[src/rtl/i2c_pkg.sv]
// Shared I2C definitions: FSM encodings, SHT40 constants and the Sensirion CRC-8 helper.
package i2c_pkg;

  typedef enum logic [2:0] {
    ST_IDLE      = 3'd0,
    ST_ADDR      = 3'd1,
    ST_ADDR_ACK  = 3'd2,
    ST_CMD       = 3'd3,
    ST_CMD_ACK   = 3'd4,
    ST_TX        = 3'd5,
    ST_TX_ACK    = 3'd6,
    ST_WAIT_STOP = 3'd7
  } state_t;

  // SCL phase encodings used by the companion master
  typedef enum logic [1:0] {
    SCL_HIGH = 2'd0,
    SCL_FALL = 2'd1,
    SCL_LOW  = 2'd2,
    SCL_RISE = 2'd3
  } scl_phase_t;

  localparam logic [7:0] CRC_POLY       = 8'h31;
  localparam logic [7:0] CRC_INIT       = 8'hFF;
  localparam logic [7:0] CMD_MEASURE_HP = 8'hFD;
  localparam logic [7:0] CMD_SOFT_RESET = 8'h94;

  // Bit-serial CRC-8 over a 16-bit word, MSB first
  function automatic logic [7:0] crc8_16(input logic [15:0] data);
    logic [7:0] c;
    logic       fb;
    c = CRC_INIT;
    for (int i = 15; i >= 0; i--) begin
      fb = c[7] ^ data[i];
      if (fb) begin
        c = {c[6:0], 1'b0} ^ CRC_POLY;
      end else begin
        c = {c[6:0], 1'b0};
      end
    end
    return c;
  endfunction

endpackage

[src/rtl/i2c_sht_target_if.sv]
// I2C pin bundle between a bus master and the SHT target; sda_out is open-drain (0 pulls low).
interface i2c_sht_target_if;
  logic scl_in;
  logic sda_in;
  logic sda_out;

  modport master (output scl_in, output sda_in, input sda_out);
  modport slave  (input scl_in, input sda_in, output sda_out);
endinterface

[src/rtl/sht_crc8.sv]
// Combinational Sensirion CRC-8 of one 16-bit measurement word.
module sht_crc8
  import i2c_pkg::*;
(
  input  logic [15:0] i_data,
  output logic [7:0]  o_crc
);
  assign o_crc = crc8_16(i_data);
endmodule

[src/rtl/i2c_sht_target.sv]
// I2C target emulating an SHT40: accepts command writes, returns temp/hum words with CRCs on reads.
module i2c_sht_target
  import i2c_pkg::*;
#(
  parameter logic [6:0] TARGET_ADDR = 7'h44,
  parameter int         SYNC_STAGES = 2
) (
  input  logic                 clk,
  input  logic                 rst,
  i2c_sht_target_if.slave      bus,
  input  logic [15:0]          temp_word,
  input  logic [15:0]          hum_word,
  output logic [7:0]           cmd_byte,
  output logic                 cmd_valid,
  output logic                 busy,
  output logic [2:0]           state_out
);

  logic [SYNC_STAGES-1:0] r_scl_sync, r_sda_sync;
  logic r_scl_d, r_sda_d;
  logic r_ev_start, r_ev_stop, r_ev_rise, r_ev_fall, r_sda_smp;
  logic w_scl, w_sda;

  state_t         r_state;
  logic [3:0]     r_bit_cnt;
  logic [2:0]     r_byte_cnt;
  logic [7:0]     r_shift;
  logic           r_rw;
  logic           r_ack_drv;
  logic [5:0][7:0] r_buf;
  logic           r_sda_out;
  logic [7:0]     r_cmd_byte;
  logic           r_cmd_valid;
  logic           r_busy;
  logic [7:0]     w_crc_temp, w_crc_hum, w_tx_byte;

  assign w_scl = r_scl_sync[SYNC_STAGES-1];
  assign w_sda = r_sda_sync[SYNC_STAGES-1];

  sht_crc8 u_crc_temp (.i_data(temp_word), .o_crc(w_crc_temp));
  sht_crc8 u_crc_hum  (.i_data(hum_word),  .o_crc(w_crc_hum));

  // Past the six measurement bytes the target keeps returning 0xFF
  assign w_tx_byte = (r_byte_cnt < 3'd6) ? r_buf[r_byte_cnt] : 8'hFF;

  // Synchronizers, edge-detect register and registered bus events
  always_ff @(posedge clk) begin
    if (rst) begin
      r_scl_sync <= {SYNC_STAGES{1'b1}};
      r_sda_sync <= {SYNC_STAGES{1'b1}};
      r_scl_d    <= 1'b1;
      r_sda_d    <= 1'b1;
      r_ev_start <= 1'b0;
      r_ev_stop  <= 1'b0;
      r_ev_rise  <= 1'b0;
      r_ev_fall  <= 1'b0;
      r_sda_smp  <= 1'b1;
    end else begin
      r_scl_sync <= {r_scl_sync[SYNC_STAGES-2:0], bus.scl_in};
      r_sda_sync <= {r_sda_sync[SYNC_STAGES-2:0], bus.sda_in};
      r_scl_d    <= w_scl;
      r_sda_d    <= w_sda;
      r_ev_start <= r_scl_d & w_scl & r_sda_d & ~w_sda;
      r_ev_stop  <= r_scl_d & w_scl & ~r_sda_d & w_sda;
      r_ev_rise  <= ~r_scl_d & w_scl;
      r_ev_fall  <= r_scl_d & ~w_scl;
      r_sda_smp  <= w_sda;
    end
  end

  // Protocol FSM; START/STOP preempt any bit-level activity
  always_ff @(posedge clk) begin
    if (rst) begin
      r_state     <= ST_IDLE;
      r_bit_cnt   <= 4'd0;
      r_byte_cnt  <= 3'd0;
      r_shift     <= 8'd0;
      r_rw        <= 1'b0;
      r_ack_drv   <= 1'b0;
      r_buf       <= 48'd0;
      r_sda_out   <= 1'b1;
      r_cmd_byte  <= 8'd0;
      r_cmd_valid <= 1'b0;
      r_busy      <= 1'b0;
    end else begin
      r_cmd_valid <= 1'b0;
      if (r_ev_stop) begin
        r_state    <= ST_IDLE;
        r_sda_out  <= 1'b1;
        r_busy     <= 1'b0;
        r_bit_cnt  <= 4'd0;
        r_byte_cnt <= 3'd0;
        r_ack_drv  <= 1'b0;
      end else if (r_ev_start) begin
        r_state    <= ST_ADDR;
        r_sda_out  <= 1'b1;
        r_bit_cnt  <= 4'd0;
        r_byte_cnt <= 3'd0;
        r_ack_drv  <= 1'b0;
      end else begin
        case (r_state)
          ST_IDLE: begin
            r_sda_out <= 1'b1;
          end
          ST_ADDR: begin
            if (r_ev_rise) begin
              r_shift <= {r_shift[6:0], r_sda_smp};
              if (r_bit_cnt == 4'd7) begin
                r_bit_cnt <= 4'd0;
                if (r_shift[6:0] == TARGET_ADDR) begin
                  r_state <= ST_ADDR_ACK;
                  r_busy  <= 1'b1;
                  r_rw    <= r_sda_smp;
                  if (r_sda_smp) begin
                    r_buf <= {w_crc_hum, hum_word[7:0], hum_word[15:8],
                              w_crc_temp, temp_word[7:0], temp_word[15:8]};
                  end
                end else begin
                  r_state <= ST_WAIT_STOP;
                end
              end else begin
                r_bit_cnt <= r_bit_cnt + 4'd1;
              end
            end
          end
          ST_ADDR_ACK, ST_CMD_ACK: begin
            // First falling edge starts the ACK, the second ends it
            if (r_ev_fall) begin
              if (!r_ack_drv) begin
                r_sda_out <= 1'b0;
                r_ack_drv <= 1'b1;
              end else begin
                r_ack_drv <= 1'b0;
                if (r_state == ST_ADDR_ACK && r_rw) begin
                  r_state   <= ST_TX;
                  r_sda_out <= w_tx_byte[7];
                  r_bit_cnt <= 4'd1;
                end else begin
                  r_state   <= ST_CMD;
                  r_sda_out <= 1'b1;
                end
              end
            end
          end
          ST_CMD: begin
            if (r_ev_rise) begin
              r_shift <= {r_shift[6:0], r_sda_smp};
              if (r_bit_cnt == 4'd7) begin
                r_bit_cnt   <= 4'd0;
                r_cmd_byte  <= {r_shift[6:0], r_sda_smp};
                r_cmd_valid <= 1'b1;
                r_state     <= ST_CMD_ACK;
              end else begin
                r_bit_cnt <= r_bit_cnt + 4'd1;
              end
            end
          end
          ST_TX: begin
            if (r_ev_fall) begin
              if (r_bit_cnt == 4'd8) begin
                r_sda_out <= 1'b1;
                r_bit_cnt <= 4'd0;
                r_state   <= ST_TX_ACK;
              end else begin
                r_sda_out <= w_tx_byte[3'd7 - r_bit_cnt[2:0]];
                r_bit_cnt <= r_bit_cnt + 4'd1;
              end
            end
          end
          ST_TX_ACK: begin
            if (r_ev_rise) begin
              if (!r_sda_smp) begin
                r_byte_cnt <= (r_byte_cnt == 3'd6) ? 3'd6 : r_byte_cnt + 3'd1;
                r_bit_cnt  <= 4'd0;
                r_state    <= ST_TX;
              end else begin
                r_state <= ST_WAIT_STOP;
              end
            end
          end
          ST_WAIT_STOP: begin
            r_sda_out <= 1'b1;
          end
          default: begin
            r_state   <= ST_IDLE;
            r_sda_out <= 1'b1;
          end
        endcase
      end
    end
  end

  assign bus.sda_out = r_sda_out;
  assign cmd_byte    = r_cmd_byte;
  assign cmd_valid   = r_cmd_valid;
  assign busy        = r_busy;
  assign state_out   = r_state;

endmodule

[src/flat_wrapper.sv]
// flat-port wrapper written by rule: the top's interface ports become plain ports
module i2c_sht_target_flat import i2c_pkg::*;
#(
  parameter logic [6:0] TARGET_ADDR = 7'h44,
  parameter int         SYNC_STAGES = 2
)
  (clk, rst, temp_word, hum_word, cmd_byte, cmd_valid, busy, state_out, bus_scl_in, bus_sda_in, bus_sda_out);
  i2c_sht_target_if bus_i ();
  input  logic clk;
  input  logic rst;
  input  logic [15:0] temp_word;
  input  logic [15:0] hum_word;
  output logic [7:0] cmd_byte;
  output logic cmd_valid;
  output logic busy;
  output logic [2:0] state_out;
  input wire logic [$bits(bus_i.scl_in)-1:0] bus_scl_in;
  input wire logic [$bits(bus_i.sda_in)-1:0] bus_sda_in;
  output wire logic [$bits(bus_i.sda_out)-1:0] bus_sda_out;
  assign bus_i.scl_in = bus_scl_in;
  assign bus_i.sda_in = bus_sda_in;
  assign bus_sda_out = bus_i.sda_out;
  i2c_sht_target #(.TARGET_ADDR(TARGET_ADDR), .SYNC_STAGES(SYNC_STAGES)) u_core (.clk(clk), .rst(rst), .bus(bus_i), .temp_word(temp_word), .hum_word(hum_word), .cmd_byte(cmd_byte), .cmd_valid(cmd_valid), .busy(busy), .state_out(state_out));
endmodule
[config.mk]
export PLATFORM = sky130hd
export DESIGN_NAME = i2c_sht_target_flat
export DESIGN_NICKNAME = d
export VERILOG_FILES = /design/src/rtl/i2c_pkg.sv /design/src/rtl/i2c_sht_target_if.sv /design/src/rtl/sht_crc8.sv /design/src/rtl/i2c_sht_target.sv /design/src/flat_wrapper.sv
export SDC_FILE = /design/constraint.sdc
export NUM_CORES = 1
export LEC_CHECK = 0
export ABC_AREA = 0
export CAP_MARGIN = 25
export CORE_ASPECT_RATIO = 0.8
export CORE_MARGIN = 4
export CORE_UTILIZATION = 57
export DETAILED_ROUTE_END_ITERATION = 7
export GPL_ROUTABILITY_DRIVEN = 1
export GPL_TIMING_DRIVEN = 0
export PLACE_DENSITY = 0.79
export SLEW_MARGIN = 20
export SYNTH_ARGS = -nofsm -noshare
export SYNTH_HDL_FRONTEND = slang
export SYNTH_SLANG_ARGS = --single-unit
[constraint.sdc]
create_clock -name clk -period 3.4 [get_ports clk]
set_clock_uncertainty 0.15 [all_clocks]
set_input_delay 0.68 -clock clk [delete_from_list [all_inputs] [get_ports clk]]
set_output_delay 0.68 -clock clk [all_outputs]
set_load 0.02 [all_outputs]
==> results.py <==
metrics = {
    "power_and_ir_drop": {
        "p_leak_uw": 0.00191,
        "power.density_nw_per_um2": 416,
        "vdd_ir_drop_max_v": 0.000277,
    },
    "finish": {
        "areaGrowthSynthToFinish_pct": 17.2,
        "multi_input_area_um2": 2740,
        "nNetsFinal": 592,
        "n_fill_cell": 647,
        "design_area_um2": 5480,
        "regArea_um2": 1760,
        "layout_commonest_cell": "dfxtp_1",
        "antenna_cells": 0,
        "finalNonFillerCells": 665,
        "mostFrequentLayoutCells": "dfxtp_1 (88), nand2_1 (82), a21oi_1 (49), clkdlybuf4s50_1 (46), nor2_1 (39)",
        "drive_gt1_frac": 0.0916,
    },
    "detailed_routing": {
        "wl_met1_um": 5110,
        "viasPerCell": 5.70,
        "drt_wl_total_um": 11100,
        "wl_per_cell_um": 16.7,
        "antenna_left": 0,
        "top_layer": "met4",
        "wl_met2_um": 5120,
        "met3WireLength_um": 683,
        "drc_errors": 0,
        "drt-pass1-iter-count": 5,
        "via_count": 3790,
        "drt_iter0_drc": 236,
    },
    "synth": {
        "synth_edf_count": 0,
        "ys_types": 54,
        "async_flop_share": 0,
        "yosys_register_bits": 88,
        "synth_top_area_share": 0.377,
        "synthesis.area_um2": 4670,
        "synthesis.nets": 535,
        "synthTopCellsByArea": "dfxtp_1 (38%), nand2_1 (6.6%), mux4_2 (6.3%)",
        "post-synth-top-area-cell": "dfxtp_1",
        "yosys_warnings": 0,
        "synthFlopType": "dfxtp_1",
        "yosysSeqAreaShare": 0.377,
        "syn_area_per_cell_um2": 9.42,
        "synthCells": 496,
    },
    "clocking": {
        "clockRootBuffer": "clkbuf_8",
        "clkTransAtPathRegs_ns": 0.09,
        "insertion_delay_ns": 0.35,
        "cts_buffers": 9,
        "cts_resized": 0,
        "h-tree-depth": 3,
        "cts_hold_buf": 0,
        "postCtsSetupBuffers": 0,
        "cts_buffer_depth": 2,
        "clock-sinks": 88,
        "cts_tree": "yes",
    },
    "global_route": {
        "grt_pass1_wl_um": 18400,
        "grt_overflow": 0,
        "grt_pass1_vias": 3818,
        "antenna_found_initial": 0,
        "grt_max_degree": 15,
        "grt_use_total": 0.246,
    },
    "placed_design": {
        "gp_congestion": 0.854,
        "post-place-ws_ns": -0.00269,
        "hpwl_um": 8500,
        "portBuffers": 46,
        "dp_cells": 650,
        "placed_area_um2": 5270,
    },
    "timing": {
        "setup_viol": 0,
        "worst_slew_pin_slew_ns": 0.744,
        "max-slew-margin-rel": 0.497,
        "fmax_ghz": 0.324,
        "final_max_slew_viol_count": 0,
        "hold_violations": 0,
        "setup_ws_ns": 0.317,
        "rsz0062_at_grt": "false",
        "fin_crit_sh": 0.907,
        "period_minus_slack_ns": 3.08,
        "hold_ws_ns": 0.273,
        "setup_tns_ns": 0,
    },
    "critical_path": {
        "start_kind": "input pin",
        "startpoint": "temp_word[15]",
        "crit_path_end": "u_core.r_buf[21]",
        "r2r_end": "u_core.r_bit_cnt[0]",
        "reg2reg_depth": 8,
        "r2r-start": "u_core.r_bit_cnt[0]",
        "reg2reg_setup_slack_ns": 0.38,
        "slowest_delay_ns": 0.53,
        "worst_path_max_delay_cell": "clkdlybuf4s50_1",
        "cp_cell_sequence": "clkdlybuf4s50_1 -> xnor2_1 -> xor3_2 -> xnor3_1 -> or4_1 -> nand3_1",
        "arrival_ns": 3.23,
        "cp-end-kind": "register",
        "required_ns": 3.54,
        "critPathMaxFanout": 4,
        "critPathKind": "in2reg",
    },
    "floorplan": {
        "initial_utilization": 0.588,
        "die_area_um2": 9720,
        "fp.dieH_um": 89.0,
        "io-pin-count": 50,
        "dieWidth_um": 109,
        "num_rows": 29,
        "core_area_um2": 7950,
    },
    "outcome": {
        "status": "completed",
    },
    "min_path": {
        "hold_class": "reg2reg",
    },
    "run": {
        "maxCapViolCount": 0,
    },
}
[flip-flops by register name, indices dropped and copies added, names as in the netlist]
name,count
u_core.r_buf,48
u_core.cmd_valid,1
u_core.r_ev_stop,1
u_core.r_shift,7
u_core.r_ev_start,1
u_core.r_sda_smp,1
u_core.r_scl_d,1
u_core.r_ack_drv,1
u_core.r_bit_cnt,4
u_core.r_sda_sync,2
u_core.r_ev_rise,1
u_core.state_out,3
u_core.r_scl_sync,2
u_core.bus.sda_out,1
u_core.cmd_byte,8
u_core.busy,1
u_core.r_rw,1
u_core.r_byte_cnt,3
u_core.r_ev_fall,1
[layer usage]
metal / vias to the layer above / global-route usage
met5: - / 0
met4: 0 / 0.0883
met3: 17 / 0.0426
met2: 126 / 0.407
met1: 1797 / 0.331
li1: 1850 / -
[metrics by stage]
step / power (µW) / utilization
floorplan: 1420 / -
global placement: 1530 / 0.663
detailed placement: 1530 / 0.663
CTS: 2290 / 0.689
global route: 2360 / 0.689
finish: 2280 / 0.689
[kinds of logic (layout without fill, tap and decap cells)]
kind of cell    Yosys count  in the layout  synth area share
simple gates            176            176             0.174
compound gates           91             91             0.119
flops                    88             88             0.377
xor+xnor                 61             61             0.175
buf+inv                  43            104            0.0372
mux                      34             34             0.109
fa+ha+maj                 3              3           0.00804
[critical path, delay by kind of cell]
kind,cells,cell delay [ns]
XOR/XNOR,3,1.43
buffers and inverters,1,0.53
AND/OR/NAND/NOR,2,0.59
[worst min path at each step]
stage / end / depth (start not counted) / start
final: u_core.r_scl_sync[1] / 1 / u_core.r_scl_sync[0]
after global placement: u_core.r_scl_sync[1] / 1 / u_core.r_scl_sync[0]
after detailed placement: u_core.r_scl_sync[1] / 1 / u_core.r_scl_sync[0]
after global routing: u_core.r_scl_sync[1] / 1 / u_core.r_scl_sync[0]
after CTS: u_core.r_scl_sync[1] / 1 / u_core.r_scl_sync[0]
after floorplan: u_core.r_scl_sync[1] / 1 / u_core.r_scl_sync[0]
[synthesized netlist by cell type, types with 9 or more instances]
| cell | number |
|---|---|
| mux4_2 | 13 |
| nand2_1 | 82 |
| xnor2_1 | 33 |
| mux2i_1 | 17 |
| clkbuf_1 | 30 |
| o21ai_0 | 11 |
| xor2_1 | 9 |
| nor2_1 | 39 |
| a21oi_1 | 49 |
| dfxtp_1 | 88 |
[power by group]
| group | total [µW] | internal [µW] | switching (µW) | leakage (µW) |
|---|---|---|---|---|
| sequential | 1040 | 1030 | 3.28 | 0.000710 |
| combinational | 475 | 266 | 209 | 0.00110 |
| clock | 769 | 410 | 359 | 0.0000946 |
[area by class of cell]
type,instances,share of cell area
inverter,8,0.00548
timing repair buffer,46,0.0841
tap,108,0.0247
sequential,88,0.322
clock inverter,5,0.0151
clock buffer,10,0.0233
multi-input combinational,365,0.500
buffer,35,0.0263
(Power assumes the default switching activity.)
